[config.mk]
export PLATFORM = sky130hd
export DESIGN_NAME = rob_commit_unit_flat
export DESIGN_NICKNAME = d
export VERILOG_FILES = /design/src/rtl/rob_commit_unit_if.sv /design/src/rtl/rob_commit_unit.sv /design/src/flat_wrapper.sv
export SDC_FILE = /design/constraint.sdc
export NUM_CORES = 1
export LEC_CHECK = 0
export CORE_ASPECT_RATIO = 0.8
export CORE_MARGIN = 5
export CORE_UTILIZATION = 40
export DETAILED_ROUTE_END_ITERATION = 10
export GPL_TIMING_DRIVEN = 0
export PLACE_DENSITY = 0.69
export SYNTH_ARGS = -nofsm -noshare
export SYNTH_HDL_FRONTEND = slang
export SYNTH_SLANG_ARGS = --single-unit
[constraint.sdc]
create_clock -name clk -period 7.15 [get_ports clk]
set_input_delay 1.0725 -clock clk [delete_from_list [all_inputs] [get_ports clk]]
set_output_delay 1.0725 -clock clk [all_outputs]
set_load 0.1 [all_outputs]
[src/rtl/rob_commit_unit_if.sv]
// ROB read-side and free-list release bundle for rob_commit_unit.
interface rob_commit_unit_if #(
  parameter int P_ADDR_WIDTH = 7,
  parameter int INSTR_COUNT  = 2
);
  localparam int PW = INSTR_COUNT * P_ADDR_WIDTH;

  logic [INSTR_COUNT-1:0] rob_valid;
  logic [INSTR_COUNT-1:0] rob_exec;
  logic [PW-1:0]          rob_ppdst;
  logic [INSTR_COUNT-1:0] rob_pop;
  logic [INSTR_COUNT-1:0] fl_valid;
  logic [PW-1:0]          fl_ppdst;
  logic [INSTR_COUNT-1:0] fl_take;

  modport master (
    output rob_valid,
    output rob_exec,
    output rob_ppdst,
    output fl_take,
    input  rob_pop,
    input  fl_valid,
    input  fl_ppdst
  );

  modport slave (
    input  rob_valid,
    input  rob_exec,
    input  rob_ppdst,
    input  fl_take,
    output rob_pop,
    output fl_valid,
    output fl_ppdst
  );
endinterface

[src/rtl/rob_commit_unit.sv]
// In-order ROB retirement feeding a PPdst release FIFO,
// with a drain sequence that signals when ROB and FIFO are empty.
module rob_commit_unit #(
  parameter int ROB_DEPTH      = 128,
  parameter int P_ADDR_WIDTH   = 7,
  parameter int INSTR_COUNT    = 2,
  parameter int REL_FIFO_DEPTH = 8
) (
  input  logic             clk,
  input  logic             rst_n,
  input  logic             halt,
  input  logic             drain_req,
  output logic             drain_done,
  output logic [31:0]      retired_cnt,
  rob_commit_unit_if.slave bus
);
  localparam int IC = INSTR_COUNT;
  localparam int PA = P_ADDR_WIDTH;
  localparam int PW =
    (REL_FIFO_DEPTH > 1) ? $clog2(REL_FIFO_DEPTH) : 1;
  localparam int OW = $clog2(REL_FIFO_DEPTH + 1);
  localparam logic [OW-1:0] FULL = OW'(REL_FIFO_DEPTH);

  typedef enum logic [1:0] {
    S_RUN,
    S_DRAIN,
    S_DONE
  } state_t;

  state_t r_state;
  state_t w_state_nxt;

  logic [PA-1:0] r_mem [REL_FIFO_DEPTH];
  logic [PW-1:0] r_wr_ptr;
  logic [PW-1:0] r_rd_ptr;
  logic [OW-1:0] r_occ;
  logic [31:0]   r_retired;

  logic [OW-1:0] w_ncand;
  logic [OW-1:0] w_room;
  logic [OW-1:0] w_n;
  logic [OW-1:0] w_ntake;
  logic          w_run;
  logic          w_trun;
  logic          w_block;
  logic          w_done;
  logic [IC-1:0] w_pop;
  logic [IC-1:0] w_flv;

  // Leading run of executed entries only.
  always_comb begin
    w_ncand = '0;
    w_run   = 1'b1;
    for (int i = 0; i < IC; i++) begin
      w_run   = w_run & bus.rob_valid[i]
              & bus.rob_exec[i];
      w_ncand = w_ncand + OW'(w_run);
    end
  end

  // Room uses registered occupancy; takes are not credited.
  assign w_room  = FULL - r_occ;
  assign w_block = !rst_n || halt
                || (r_state == S_DONE);

  always_comb begin
    w_n = '0;
    if (!w_block) begin
      w_n = (w_ncand < w_room) ? w_ncand : w_room;
    end
  end

  always_comb begin
    w_pop = '0;
    for (int i = 0; i < IC; i++) begin
      w_pop[i] = (OW'(i) < w_n);
    end
  end

  always_comb begin
    w_flv = '0;
    for (int k = 0; k < IC; k++) begin
      w_flv[k] = (r_occ > OW'(k));
    end
  end

  // Excess take bits beyond the valid thermometer are dropped.
  always_comb begin
    w_ntake = '0;
    w_trun  = 1'b1;
    for (int k = 0; k < IC; k++) begin
      w_trun  = w_trun & bus.fl_take[k] & w_flv[k];
      w_ntake = w_ntake + OW'(w_trun);
    end
  end

  always_comb begin
    bus.fl_ppdst = '0;
    for (int k = 0; k < IC; k++) begin
      bus.fl_ppdst[k*PA +: PA] =
        r_mem[r_rd_ptr + PW'(k)];
    end
  end

  assign bus.rob_pop  = w_pop;
  assign bus.fl_valid = w_flv;
  assign retired_cnt  = r_retired;
  assign drain_done   = w_done;

  always_ff @(posedge clk or negedge rst_n) begin
    if (!rst_n) begin
      for (int j = 0; j < REL_FIFO_DEPTH; j++) begin
        r_mem[j] <= '0;
      end
    end else begin
      for (int i = 0; i < IC; i++) begin
        if (w_pop[i]) begin
          r_mem[r_wr_ptr + PW'(i)] <=
            bus.rob_ppdst[i*PA +: PA];
        end
      end
    end
  end

  always_ff @(posedge clk or negedge rst_n) begin
    if (!rst_n) begin
      r_wr_ptr  <= '0;
      r_rd_ptr  <= '0;
      r_occ     <= '0;
      r_retired <= '0;
    end else begin
      r_wr_ptr  <= r_wr_ptr + PW'(w_n);
      r_rd_ptr  <= r_rd_ptr + PW'(w_ntake);
      r_occ     <= r_occ + w_n - w_ntake;
      r_retired <= r_retired + 32'(w_n);
    end
  end

  always_ff @(posedge clk or negedge rst_n) begin
    if (!rst_n) begin
      r_state <= S_RUN;
    end else begin
      r_state <= w_state_nxt;
    end
  end

  always_comb begin
    w_state_nxt = r_state;
    w_done      = 1'b0;
    unique case (r_state)
      S_RUN: begin
        if (drain_req) w_state_nxt = S_DRAIN;
      end
      S_DRAIN: begin
        if (!bus.rob_valid[0] && r_occ == '0
            && w_n == '0) begin
          w_state_nxt = S_DONE;
        end
      end
      S_DONE: begin
        w_done      = 1'b1;
        w_state_nxt = S_RUN;
      end
      default: w_state_nxt = S_RUN;
    endcase
  end

  a_take_legal: assert property (
    @(posedge clk) disable iff (!rst_n)
    ((bus.fl_take & ~w_flv) == '0)
    && ((bus.fl_take & (bus.fl_take + IC'(1)))
        == '0));

  a_rob_bound: assert property (
    @(posedge clk) disable iff (!rst_n)
    $countones(bus.rob_valid) <= ROB_DEPTH);

endmodule
[src/flat_wrapper.sv]
// flat-port wrapper written by rule: the top's interface ports become plain ports
module rob_commit_unit_flat 
#(
  parameter int ROB_DEPTH      = 128,
  parameter int P_ADDR_WIDTH   = 7,
  parameter int INSTR_COUNT    = 2,
  parameter int REL_FIFO_DEPTH = 8
)
  (clk, rst_n, halt, drain_req, drain_done, retired_cnt, bus_rob_valid, bus_rob_exec, bus_rob_ppdst, bus_fl_take, bus_rob_pop, bus_fl_valid, bus_fl_ppdst);
  rob_commit_unit_if #(.P_ADDR_WIDTH(P_ADDR_WIDTH), .INSTR_COUNT(INSTR_COUNT)) bus_i ();
  input  logic clk;
  input  logic rst_n;
  input  logic halt;
  input  logic drain_req;
  output logic drain_done;
  output logic [31:0] retired_cnt;
  input wire logic [$bits(bus_i.rob_valid)-1:0] bus_rob_valid;
  input wire logic [$bits(bus_i.rob_exec)-1:0] bus_rob_exec;
  input wire logic [$bits(bus_i.rob_ppdst)-1:0] bus_rob_ppdst;
  input wire logic [$bits(bus_i.fl_take)-1:0] bus_fl_take;
  output wire logic [$bits(bus_i.rob_pop)-1:0] bus_rob_pop;
  output wire logic [$bits(bus_i.fl_valid)-1:0] bus_fl_valid;
  output wire logic [$bits(bus_i.fl_ppdst)-1:0] bus_fl_ppdst;
  assign bus_i.rob_valid = bus_rob_valid;
  assign bus_i.rob_exec = bus_rob_exec;
  assign bus_i.rob_ppdst = bus_rob_ppdst;
  assign bus_i.fl_take = bus_fl_take;
  assign bus_rob_pop = bus_i.rob_pop;
  assign bus_fl_valid = bus_i.fl_valid;
  assign bus_fl_ppdst = bus_i.fl_ppdst;
  rob_commit_unit #(.ROB_DEPTH(ROB_DEPTH), .P_ADDR_WIDTH(P_ADDR_WIDTH), .INSTR_COUNT(INSTR_COUNT), .REL_FIFO_DEPTH(REL_FIFO_DEPTH)) u_core (.clk(clk), .rst_n(rst_n), .halt(halt), .drain_req(drain_req), .drain_done(drain_done), .retired_cnt(retired_cnt), .bus(bus_i));
endmodule
==> PnR_summary.wiki, run 1 <==
{| class="wikitable"
! Metric !! Value
|-
| Wire per inst || 20.3 µm
|-
| Number of enable-type register cells in the synthesized netlist || 0
|-
| Max Cap Viol || 0
|-
| PostCTS Resize Cnt || 0
|-
| R2R Path End || u_core.retired_cnt[31]
|-
| Max incr delay on CP || 0.99 ns
|-
| Setup TNS || 0 ns
|-
| Number of diodes || 0
|-
| First-pass GRT wire length || 30300 µm
|-
| Final design instance area without fill || 7610 µm²
|-
| Outcome || completed
|-
| Final WS setup || 0.838 ns
|-
| Synthesized area per cell || 9.94 µm²
|-
| Most common cell in the synthesized netlist || sky130_fd_sc_hd__dfrtp_1
|-
| Async S/R FF share, synth || 100%
|-
| Setup repair after global routing missed its margin || no
|-
| Critical path capture point type || primary output
|-
| Post-Syn Instances || 632
|-
| Number of logic stages on the critical path including buffering || 12
|-
| Startpoint class of the critical path || primary input
|-
| Main area contributors after synthesis || sky130_fd_sc_hd__dfrtp_1, sky130_fd_sc_hd__mux4_2, sky130_fd_sc_hd__or4_1, sky130_fd_sc_hd__a31oi_1, sky130_fd_sc_hd__o21ai_0
|-
| Slack of the worst reg-to-reg path || 2.88 ns
|-
| Kind of cell adding the most delay to the critical path || buffers and inverters
|-
| CTS Root Cell || sky130_fd_sc_hd__clkbuf_16
|-
| Post-DP HPWL || 14100 µm
|-
| Reg-to-Reg Start || u_core.r_occ[0]
|-
| Post-place setup slack || 0.889 ns
|-
| Maximum clock insertion buffer count || 2
|-
| # Post-CTS Setup Buffers || 0
|-
| Cells along the critical path || clkdlybuf4s50_1, and2_1, and3_1, ha_1, ha_1, a21oi_1, o41ai_1, nor4_2, buf_6, clkbuf_1, nor2_1, clkdlybuf4s50_1
|-
| Total global-route track usage || 21.1%
|-
| Vias per inst || 6.03
|-
| Setup Crit Path Kind || primary input to primary output
|-
| Via count || 5616
|-
| Total die area || 18300 µm²
|-
| Count of pins over their slew limit || 0
|-
| Launch point of the critical path || bus_rob_valid[0]
|-
| Path category of the worst min-delay check || flop to flop
|-
| Synth cell count leaders || sky130_fd_sc_hd__dfrtp_1, sky130_fd_sc_hd__nor2_1, sky130_fd_sc_hd__o21ai_0
|-
| Clock-pin slew reported for the worst setup and hold paths after clock tree synthesis || 0.07 ns
|-
| Combined area of all synthesized cells || 6280 µm²
|-
| First-pass iteration count of the detailed router || 7
|-
| Yosys top cell by area || sky130_fd_sc_hd__dfrtp_1
|-
| Transition at the pin with the smallest max-transition slack || 0.989 ns
|-
| Area of the core || 15600 µm²
|-
| Leading register cell type out of synthesis || sky130_fd_sc_hd__dfrtp_1
|-
| Total Nets Final || 759
|-
| Number of distinct library cell variants in the gate-level netlist after synthesis || 45
|-
| Count of cells along the worst register-to-register path || 16
|-
| Worst hold margin || 0.469 ns
|-
| IO Pins || 75
|-
| Number of global-route vias before repair || 5777
|-
| End of the critical path || bus_rob_pop[0]
|-
| Max_slew headroom || 33.9%
|-
| Post-DRT Antenna Nets || 0
|-
| Ratio of cells with drive above 1 in the final layout || 10.3%
|-
| Bufs and invs on worst path || 4
|-
| Worst Hold Launch || u_core.r_state[1]
|-
| Fillcell total || 1457
|-
| Cell Area, Placed || 7250 µm²
|-
| Final weighted congestion of routability-driven global placement || 0.991
|-
| Number of port buffers || 67
|-
| Total of endpoints with negative setup slack in the final report || 0
|-
| Sequential fraction of the synthesis area || 39.8%
|-
| Row count || 41
|-
| Grt total ovfl || 0
|-
| Data required time of the critical path || 6.08 ns
|-
| Total length of routed wires || 18900 µm
|-
| Top fanout value on the critical path || 10
|-
| Number of buffers created by CTS || 9
|-
| Number of H-tree levels || 3
|-
| Hold-fix buffers, CTS || 0
|-
| Data arrival time at the worst-slack endpoint || 5.24 ns
|-
| Min Tclk post-route || 6.31 ns
|-
| Maximum clock frequency || 158 MHz
|-
| Iteration-0 DRC count of the detailed router || 627
|-
| DRC violation count after routing || 0
|-
| Skew-Pair Late Insertion Delay || 0.35 ns
|-
| Slowest cell on the critical path || sky130_fd_sc_hd__clkdlybuf4s50_1
|-
| Pin count of the biggest net entering global routing || 55
|-
| Clock tree from TritonCTS || built
|-
| Final setup skew || 0.00572 ns
|-
| Final number of hold-violating endpoints || 0
|-
| Clk sink count || 100
|-
| Fraction of post-synthesis cell area in the top cell type by area || 39.8%
|-
| Synth-to-layout area growth || 21.1%
|-
| Die boundary width || 150 µm
|-
| Effective utilization at floorplan || 40.3%
|-
| Seq cells post-synth || 100
|-
| Antenna violations before repair || 0
|-
| Warnings from Yosys || 0
|-
| Final worst-path cycle share || 88.3%
|-
| Die Y-Extent || 122 µm
|}
==> how the worst min path moves through the flow <==
stage / end / cells past startpoint / slack (ns)
floorplan: u_core.r_state[0] / 1 / 0.41
global route: u_core.r_state[0] / 1 / 0.50
CTS: u_core.r_state[0] / 1 / 0.47
finish: u_core.r_state[0] / 1 / 0.47
global placement: u_core.r_state[0] / 1 / 0.43
detailed placement: u_core.r_state[0] / 1 / 0.44
==> logic make-up (layout without fill, tap and decap cells) <==
| kind of cell | count (synthesis) | after routing | synth area share, % |
|---|---|---|---|
| DFF | 100 | 100 | 39.8 |
| buffers and inverters | 75 | 159 | 5.32 |
| other | 2 | 3 | 0.120 |
| AOI/OAI and AO/OA | 138 | 138 | 12.9 |
| xor gates and xnor gates | 39 | 39 | 5.44 |
| adders and majority gates | 23 | 23 | 5.18 |
| and+or+nand+nor | 213 | 213 | 18.7 |
| muxes | 42 | 42 | 12.5 |
==> cell type report <==
type / instances / area [µm²] / share of cell area [%]
Multi-Input combinational cell: 458 / 3450 / 45.3
Sequential cell: 100 / 2500 / 32.9
Timing Repair Buffer: 68 / 696 / 9.15
Tap cell: 215 / 269 / 3.54
Buffer: 51 / 244 / 3.21
Clock buffer: 9 / 225 / 2.96
Clock inverter: 7 / 131 / 1.73
Inverter: 24 / 90.1 / 1.18
==> flip-flops by register name, indices dropped and copies added (netlist names) <==
name,count
u_core.r_occ,4
u_core.retired_cnt,32
u_core.r_state,2
u_core.r_wr_ptr,3
u_core.r_rd_ptr,3
u_core.r_mem,56
==> cell usage in the layout (no fill, tap or decap), drive strengths merged, types with 4 or more instances in the layout <==
master / Yosys / final
buf: 12 / 14
a21oi: 5 / 5
o211ai: 7 / 7
or3: 8 / 8
mux4: 28 / 28
nor3: 9 / 9
mux2: 14 / 14
a31oi: 56 / 56
fa: 5 / 5
clkdlybuf4s50: 0 / 66
nand3: 8 / 8
clkbuf: 39 / 48
or4: 57 / 57
nor2b: 6 / 6
ha: 18 / 18
xnor2: 19 / 19
and3: 4 / 4
nand2: 24 / 24
xor2: 20 / 20
nor2: 76 / 76
o21ai: 60 / 60
dfrtp: 100 / 100
inv: 24 / 26
==> metrics by stage <==
stage / utilization, % / std cells
after floorplan: - / 633
after global placement: 46.3 / 915
after detailed placement: 46.5 / 916
after CTS: 48.8 / 932
after global routing: 48.8 / 932
final: 48.8 / 932
==> routing by layer <==
layer | vias up | share of wire [%] | track usage, %
met4 | 0 | 1.8 | 6.80
met2 | 351 | 46 | 32.5
met3 | 30 | 11 | 5.36
met1 | 2727 | 41 | 29.4
li1 | 2508 | - | -
met5 | - | 0 | 0
Power of run 1 is left out: the tool's default activity adds up to more than one toggle a clock period on the data nets, which glitch-free logic cannot reach.
==> inputs of run 2 (changes only) <==
Settings changed: CTS_CLUSTER_SIZE from default to 30.
==> results of run 2 <==
Same layout as run 1: the final DEF is identical, and so are final timing and power.
Power of run 2 is left out for the same reason.
